$ cat src/rtl/shift_seq.sv
// -----------------------------------------------------------------------------
// shift_seq -- multi-cycle left shifter.
//
// A start in IDLE captures the operand and the shift amount. The operand is
// then shifted left by 2 bits per cycle, or by 1 bit for a single remaining
// step, until the count reaches zero. The result and a sticky overflow flag
// (any 1 pushed out past the MSB) are registered on the way into DONE.
// DONE lasts one cycle and then returns to IDLE.
//
// Ports
//   clk    : clock, all state changes on the rising edge
//   rst    : asynchronous active-high reset
//   start  : begin an operation (only looked at in IDLE)
//   a      : operand, captured when start is accepted
//   shamt  : left-shift amount 0..n-1, captured when start is accepted
//   busy   : high while shifting
//   done   : one-cycle pulse in DONE
//   y      : registered result, held until the next DONE
//   ovf    : registered with y, high if any 1 bit was shifted out of bit n-1
// -----------------------------------------------------------------------------
module shift_seq #(
    parameter int n  = 32,
    parameter int SW = 5
) (
    input  logic          clk,
    input  logic          rst,
    input  logic          start,
    input  logic [n-1:0]  a,
    input  logic [SW-1:0] shamt,
    output logic          busy,
    output logic          done,
    output logic [n-1:0]  y,
    output logic          ovf
);

    localparam logic [1:0] ST_IDLE  = 2'd0;
    localparam logic [1:0] ST_SHIFT = 2'd1;
    localparam logic [1:0] ST_DONE  = 2'd2;

    logic [1:0]    state_reg,  state_next;
    logic [n-1:0]  acc_reg,    acc_next;
    logic [SW-1:0] cnt_reg,    cnt_next;
    logic          sticky_reg, sticky_next;
    logic [n-1:0]  y_reg,      y_next;
    logic          ovf_reg,    ovf_next;

    // Fixed-distance shift networks: pure wiring, zero-filled from the bottom.
    logic [n-1:0] acc_sl1;
    logic [n-1:0] acc_sl2;

    genvar gi;
    generate
        for (gi = 0; gi < n; gi++) begin : g_shift
            if (gi >= 2) begin : g_sl2_bit
                assign acc_sl2[gi] = acc_reg[gi-2];
            end else begin : g_sl2_zero
                assign acc_sl2[gi] = 1'b0;
            end
            if (gi >= 1) begin : g_sl1_bit
                assign acc_sl1[gi] = acc_reg[gi-1];
            end else begin : g_sl1_zero
                assign acc_sl1[gi] = 1'b0;
            end
        end
    endgenerate

    always_comb begin
        state_next  = state_reg;
        acc_next    = acc_reg;
        cnt_next    = cnt_reg;
        sticky_next = sticky_reg;
        y_next      = y_reg;
        ovf_next    = ovf_reg;
        case (state_reg)
            ST_IDLE: begin
                if (start) begin
                    acc_next    = a;
                    cnt_next    = shamt;
                    sticky_next = 1'b0;
                    state_next  = ST_SHIFT;
                end
            end
            ST_SHIFT: begin
                if (cnt_reg >= SW'(2)) begin
                    // The two bits about to leave are folded into the sticky flag.
                    acc_next    = acc_sl2;
                    cnt_next    = cnt_reg - SW'(2);
                    sticky_next = sticky_reg | (|acc_reg[n-1:n-2]);
                end else if (cnt_reg == SW'(1)) begin
                    acc_next    = acc_sl1;
                    cnt_next    = '0;
                    sticky_next = sticky_reg | acc_reg[n-1];
                end else begin
                    // Count exhausted: publish the result, even for shamt = 0.
                    y_next     = acc_reg;
                    ovf_next   = sticky_reg;
                    state_next = ST_DONE;
                end
            end
            ST_DONE: begin
                state_next = ST_IDLE;
            end
            default: begin
                state_next = ST_IDLE;
            end
        endcase
    end

    always_ff @(posedge clk or posedge rst) begin
        if (rst) begin
            state_reg  <= ST_IDLE;
            acc_reg    <= '0;
            cnt_reg    <= '0;
            sticky_reg <= 1'b0;
            y_reg      <= '0;
            ovf_reg    <= 1'b0;
        end else begin
            state_reg  <= state_next;
            acc_reg    <= acc_next;
            cnt_reg    <= cnt_next;
            sticky_reg <= sticky_next;
            y_reg      <= y_next;
            ovf_reg    <= ovf_next;
        end
    end

    // Status is decoded straight from the state register, so reset clears it
    // immediately and busy/done can never overlap.
    assign busy = (state_reg == ST_SHIFT);
    assign done = (state_reg == ST_DONE);
    assign y    = y_reg;
    assign ovf  = ovf_reg;

endmodule

$ cat config.mk
export PLATFORM = sky130hd
export DESIGN_NAME = shift_seq
export DESIGN_NICKNAME = d
export VERILOG_FILES = /design/src/rtl/shift_seq.sv
export SDC_FILE = /design/constraint.sdc
export NUM_CORES = 1
export LEC_CHECK = 0
export ABC_AREA = 1
export ABC_CLOCK_PERIOD_IN_PS = 3590
export BUFFER_PORTS_ARGS = -buffer_cell sky130_fd_sc_hd__buf_2
export CELL_PAD_IN_SITES_DETAIL_PLACEMENT = 1
export CELL_PAD_IN_SITES_GLOBAL_PLACEMENT = 1
export CORE_MARGIN = 2
export CORE_UTILIZATION = 30
export CTS_BUF_LIST = sky130_fd_sc_hd__clkbuf_8
export DETAILED_ROUTE_END_ITERATION = 8
export PLACE_DENSITY_LB_ADDON = 0.15
export SLEW_MARGIN = 20
export SYNTH_ARGS = -nofsm -noshare
export SYNTH_HDL_FRONTEND = slang
export SYNTH_SLANG_ARGS = --single-unit
$ cat constraint.sdc
create_clock -name clk -period 3.59 [get_ports clk]
set_input_delay 0.1795 -clock clk [delete_from_list [all_inputs] [get_ports clk]]
set_output_delay 0.1795 -clock clk [all_outputs]
set_load 0.01 [all_outputs]
=== Word-level counts from Yosys, hierarchy flattened ===
Index checks and enable logic that the tools add are counted.

* Flip-flop bits (word level): 73
* Latch bits: 0
* Bits in writable memories: 0
* Memory bits (read-only): 0
* Bits of input ports: 40
* Output and inout port bits: 35
* Logic and storage cells: 41
* Memories: 0

* Add/sub/neg operators: 1
* $mul: 0
* Divide/modulo/power cells: 0
* $lt $le $gt $ge: 1
* Equal/unequal tests: 7
* Shift-type cells: 0
* Multiplexer cells: 16
* Bitwise gates (word level): 4
* Reduce and logical (&&, ||, !) cells: 6

{| class="wikitable"
|+ Operators with widths
! operator !! number
|-
| 2-to-1 mux 32 bit || 3
|-
| case mux 32 bit (2 select lines) || 1
|-
| 2-to-1 mux 5 bit || 3
|-
| case mux 5 bit (2 select lines) || 1
|-
| AND reduction 3 bit || 3
|-
| 2-to-1 mux 2 bit || 3
|-
| inequality test 2 bit, second input constant || 3
|-
| equality test 5 x 1 -> 1 bit, second input constant || 1
|-
| >= comparator 5 x 2 -> 1 bit, second input constant || 1
|-
| subtractor 5 x 2 -> 5 bit, second input constant || 1
|-
| case mux 2 bit (2 select lines) || 1
|-
| 2-to-1 mux 1 bit || 3
|-
| inequality test 3 x 1 -> 1 bit, second input constant || 1
|-
| equality test 2 x 1 -> 1 bit, second input constant || 1
|-
| equality test 2 bit, second input constant || 1
|-
| logical NOT 2 bit || 1
|-
| inverter 1 bit || 2
|-
| bitwise OR 1 bit || 2
|-
| case mux 1 bit (2 select lines) || 1
|-
| nonzero test 2 bit || 1
|-
| OR reduction 2 bit || 1
|}

=== Logic depth before layout (Yosys ltp) ===
* Depth after elaboration: 4
* Mapped depth: 11
* Gate-level depth less buffers: 9

=== Worst setup path before layout ===
No wires, ideal clock.

* Path type: register to register
* Start: reg cnt_reg[1]
* End: reg acc_reg[14]
* Setup time: 0.117 ns
* Arrival time: 1.503 ns
* Required time: 3.473 ns
* Setup slack: 1.970 ns
* Stages on the path, launching flop included: 12
* Buffers on the path: 2
* Period minus slack after synthesis: 1.620 ns
* Cell sequence: dfrtp_1 inv_2 ha_1 nand2_1 nor2_4 nand2_2 nand2_2 nand3_2 buf_6 buf_6 nand2_1 nand2_1

* Longest elaborated chain between the ends: 3
* Elaborated cells between the ends (all ways): 6
* Those cells by class: order compare: 1; eq/ne: 2; mux: 2; reduce/logical: 1

{| class="wikitable"
|+ RTL lines
! item !! line !! source
|-
| from (decl) || 42 || <nowiki>logic [SW-1:0] cnt_reg, cnt_next;</nowiki>
|-
| from (signal assigned) || 120 || <nowiki>cnt_reg <= cnt_next;</nowiki>
|-
| >= comparator 5 x 2 -> 1 bit or equality test 5 x 1 -> 1 bit (tied branches) || 84, 89 ||
|-
| inequality test 3 x 1 -> 1 bit (no source line) or 2-to-1 mux 32 bit (tied branches) || -- ||
|-
| AND reduction 3 bit (no source line) or case mux 32 bit (2 select lines) (tied branches) || -- ||
|-
| to (signal assigned) || 119 || <nowiki>acc_reg <= acc_next;</nowiki>
|-
| to (decl) || 41 || <nowiki>logic [n-1:0] acc_reg, acc_next;</nowiki>
|}

Several ways; a longest one is shown, not always the timed one.
A chain may end at the register's enable or synchronous reset.

=== Worst setup path after layout ===
* Start: reg cnt_reg[1]
* End: reg acc_reg[3]

The elaborated chain is that of the path after synthesis.

==> impl_metrics.csv <==
group,metric,value,unit
logic_synthesis,synthDistinctLibCells,23,
detailed_routing,ant_nets,0,
clock_network,clock_path_buffers,2,
sta,setup_violations,0,
sta,rsz0062_at_grt,"false",
clock_network,cts-resized-gates,0,
setup_path,cp_top_family,"simple AND/OR/NAND/NOR gates",
detailed_routing,drt_wl_total,11600,µm
placement,place_ws,1.10,ns
logic_synthesis,yosysSeqAreaShare,48.1,%
floorplan,ios,75,
finish,final_common_cell,"nand2_1",
finish,stdcell_count,724,
sta,clock_skew,0.0102,ns
placement,dp_hpwl,6870,µm
floorplan,die_width,117,µm
global_routing,gr-total-overflow,0,
setup_path,arrival,2.73,ns
clock_network,cts_htree_levels,3,
detailed_routing,via_per_inst,4.98,
placement,dpl-instance-area,4250,µm²
detailed_routing,drt_iter0_drc,174,
power,clkPwrFrac,12.8,%
power,leakage,0.00237,µW
job,drv_cap,0,
sta,period_share,69.6,%
power,vdd_drop_max,0.000453,V
logic_synthesis,syn-cell-area,3800,µm²
sta,tightest_slew,0.870,ns
global_routing,antenna_found_initial,0,
floorplan,die_h,117,µm
setup_path,worstPathRequired,3.82,ns
setup_path,crit_path_end_kind,"flip-flop",
logic_synthesis,syn_avg_cell_area,7.69,µm²
finish,num_antenna_cells,0,
setup_path,crit_cells,8,
clock_network,cts_root_buf,"clkbuf_8",
power,swShare,50.2,%
power,p_comb_share,52.8,%
detailed_routing,drc,0,
sta,tns,0,ns
logic_synthesis,ys_seq_elements,73,
finish,fill_cells,1563,
floorplan,num_rows,41,
finish,areaGrowthSynthToFinish,16.8,%
setup_path,r2r-end,"acc_reg[3]$_DFFE_PP0P_",
clock_network,cts_setup_buffers,0,
setup_path,path_buf_inv,1,
detailed_routing,num_vias,3609,
setup_path,rrSetupSlack,1.09,ns
global_routing,grt_pass1_vias,3692,
power,pwr-share-seq,34.4,%
finish,nets,591,
setup_path,r2r-start,"cnt_reg[1]$_DFFE_PP0P_",
setup_path,startpoint,"cnt_reg[1]$_DFFE_PP0P_",
placement,routabilityCongestion,0.743,
setup_path,max_stage_delay,0.66,ns
clock_network,clock_sinks,73,
setup_path,crit_path_max_fanout,38,
clock_network,cts_tree,"built",
setup_path,startpoint_type,"flip-flop",
placement,portBuffers,74,
global_routing,gr-usage-all-layers,18.2,%
floorplan,coreArea,12500,µm²
hold_path,hold_path_class,"in -> reg",
power,p_int,2160,µW
floorplan,dieArea,13600,µm²
power,switching_power,2170,µW
finish,fin_util,35.6,%
logic_synthesis,syn_inst,494,
detailed_routing,first_pass_iters,4,
setup_path,critical_path_class,"reg -> reg",
detailed_routing,post_drt_wl_per_cell,16.0,µm
sta,maxSlewHeadroom,42.0,%
placement,placedCellCount,709,
clock_network,clkTransAtPathRegs,0.08,ns
sta,clock.fmax,400,MHz
clock_network,clock_latency,0.35,ns
sta,worst_slack,1.09,ns
clock_network,cts_buffers,9,
setup_path,cp_common_cell,"nand2_2",
sta,fin_crit,2.50,ns
logic_synthesis,synth_nets,535,
setup_path,slowest_stage,"nand3_2",
setup_path,reg2regPathDepth,8,
finish,fin_area,4440,µm²
setup_path,cp-endpoint,"acc_reg[3]$_DFFE_PP0P_",
power,pwr_density_cell,977,nW/µm²
finish,final_cell_mix,"nand2_1, buf_2, dfrtp_1, nand4_1, nand3_1",
floorplan,initial_core_util,30.5,%
setup_path,path_cells,"inv_2 -> nor2_2 -> nand2_2 -> nand2_2 -> nand2_2 -> nand3_2 -> nand2_1 -> nand2_1",
finish,drive_gt1_share,20.5,%
global_routing,grt_pass1_wl,19200,µm
sta,drv_slew,0,
run_status,status,"complete, no violations",
logic_synthesis,yosysWarnings,0,
sta,hold_violations,0,
global_routing,grt_start_max_net_pins,74,
area by class of cell:
type                       count  area (µm²)  area share [%]
clock inverter                 3        12.5           0.282
timing repair buffer          85         475            10.7
sequential                    73        1830            41.2
multi-input combinational    369        1730            38.9
inverter                      12        45.0            1.01
tap                          172         215            4.85
clock buffer                  10         138            3.10
cells by family after synthesis:
| kind of cell | after synthesis | share of synthesized area [%] |
|---|---|---|
| AND/OR/NAND/NOR | 360 | 43.9 |
| flip-flops | 73 | 48.1 |
| buffers and inverters | 52 | 6.49 |
| AO/OA/AOI/OAI | 7 | 0.988 |
| XOR/XNOR | 1 | 0.231 |
| adder cells (fa/ha/maj) | 1 | 0.329 |
worst min path at each step:
stage | startpoint | to | slack, ns | depth (start not counted)
global placement | y[28]$_DFFE_PP0P_ | y[28]$_DFFE_PP0P_ | 0.46 | 2
CTS | a[13] | acc_reg[13]$_DFFE_PP0P_ | 0.12 | 5
finish | a[13] | acc_reg[13]$_DFFE_PP0P_ | 0.13 | 5
detailed placement | y[15]$_DFFE_PP0P_ | y[15]$_DFFE_PP0P_ | 0.46 | 2
global route | a[13] | acc_reg[13]$_DFFE_PP0P_ | 0.14 | 5
floorplan | a[1] | acc_reg[1]$_DFFE_PP0P_ | 0.39 | 4
what timing repair did:
item,4_1_cts,5_1_grt
endpoints found under the hold margin,0,27
endpoints found under the setup margin,0,0
hold buffers,0,1
cells in the mapped netlist:
master	count	area share (%)
nor2_4	3	0.89
buf_1	6	0.59
xnor2_1	1	0.23
nand4_1	66	11
nand4_4	1	0.56
buf_6	3	0.89
nand3_2	1	0.26
nand2_2	3	0.49
clkbuf_1	8	0.79
inv_1	5	0.49
nand2_1	214	21
nor2_2	1	0.16
ha_1	1	0.33
nand3b_1	1	0.20
nor2_1	4	0.40
nand3_1	65	8.6
dfrtp_1	73	48
nand4_2	1	0.33
o21bai_1	1	0.20
inv_2	7	0.69
o21ai_1	5	0.66
o21ai_0	1	0.13
buf_2	23	3.0
power groups by stage:
stage               Clock, µW  Combinational, µW  Sequential [µW]
floorplan                   0               1710             1500
global placement            0               2270             1490
detailed placement          0               2320             1500
CTS                       579               2330             1490
global route              613               2640             1540
finish                    556               2290             1490
metal layers:
layer | track usage (%) | routed length [µm]
met5 | 0 | 0
met4 | 4.52 | 117
met3 | 3.01 | 321
met2 | 30.1 | 5570
met1 | 24.8 | 5590
per-stage QoR:
stage,power [µW],hold slack (ns)
3_5_place_dp,3820,0.464
3_3_place_gp,3760,0.459
6_report,4330,0.130
5_1_grt,4790,0.144
2_1_floorplan,3200,0.392
4_1_cts,4400,0.123
tightest hold or removal path, delay by kind of cell:
family	cells	cell delay (ns)
simple gates	4	0.20
buf+inv	1	0.08
(Power assumes the default switching activity.)
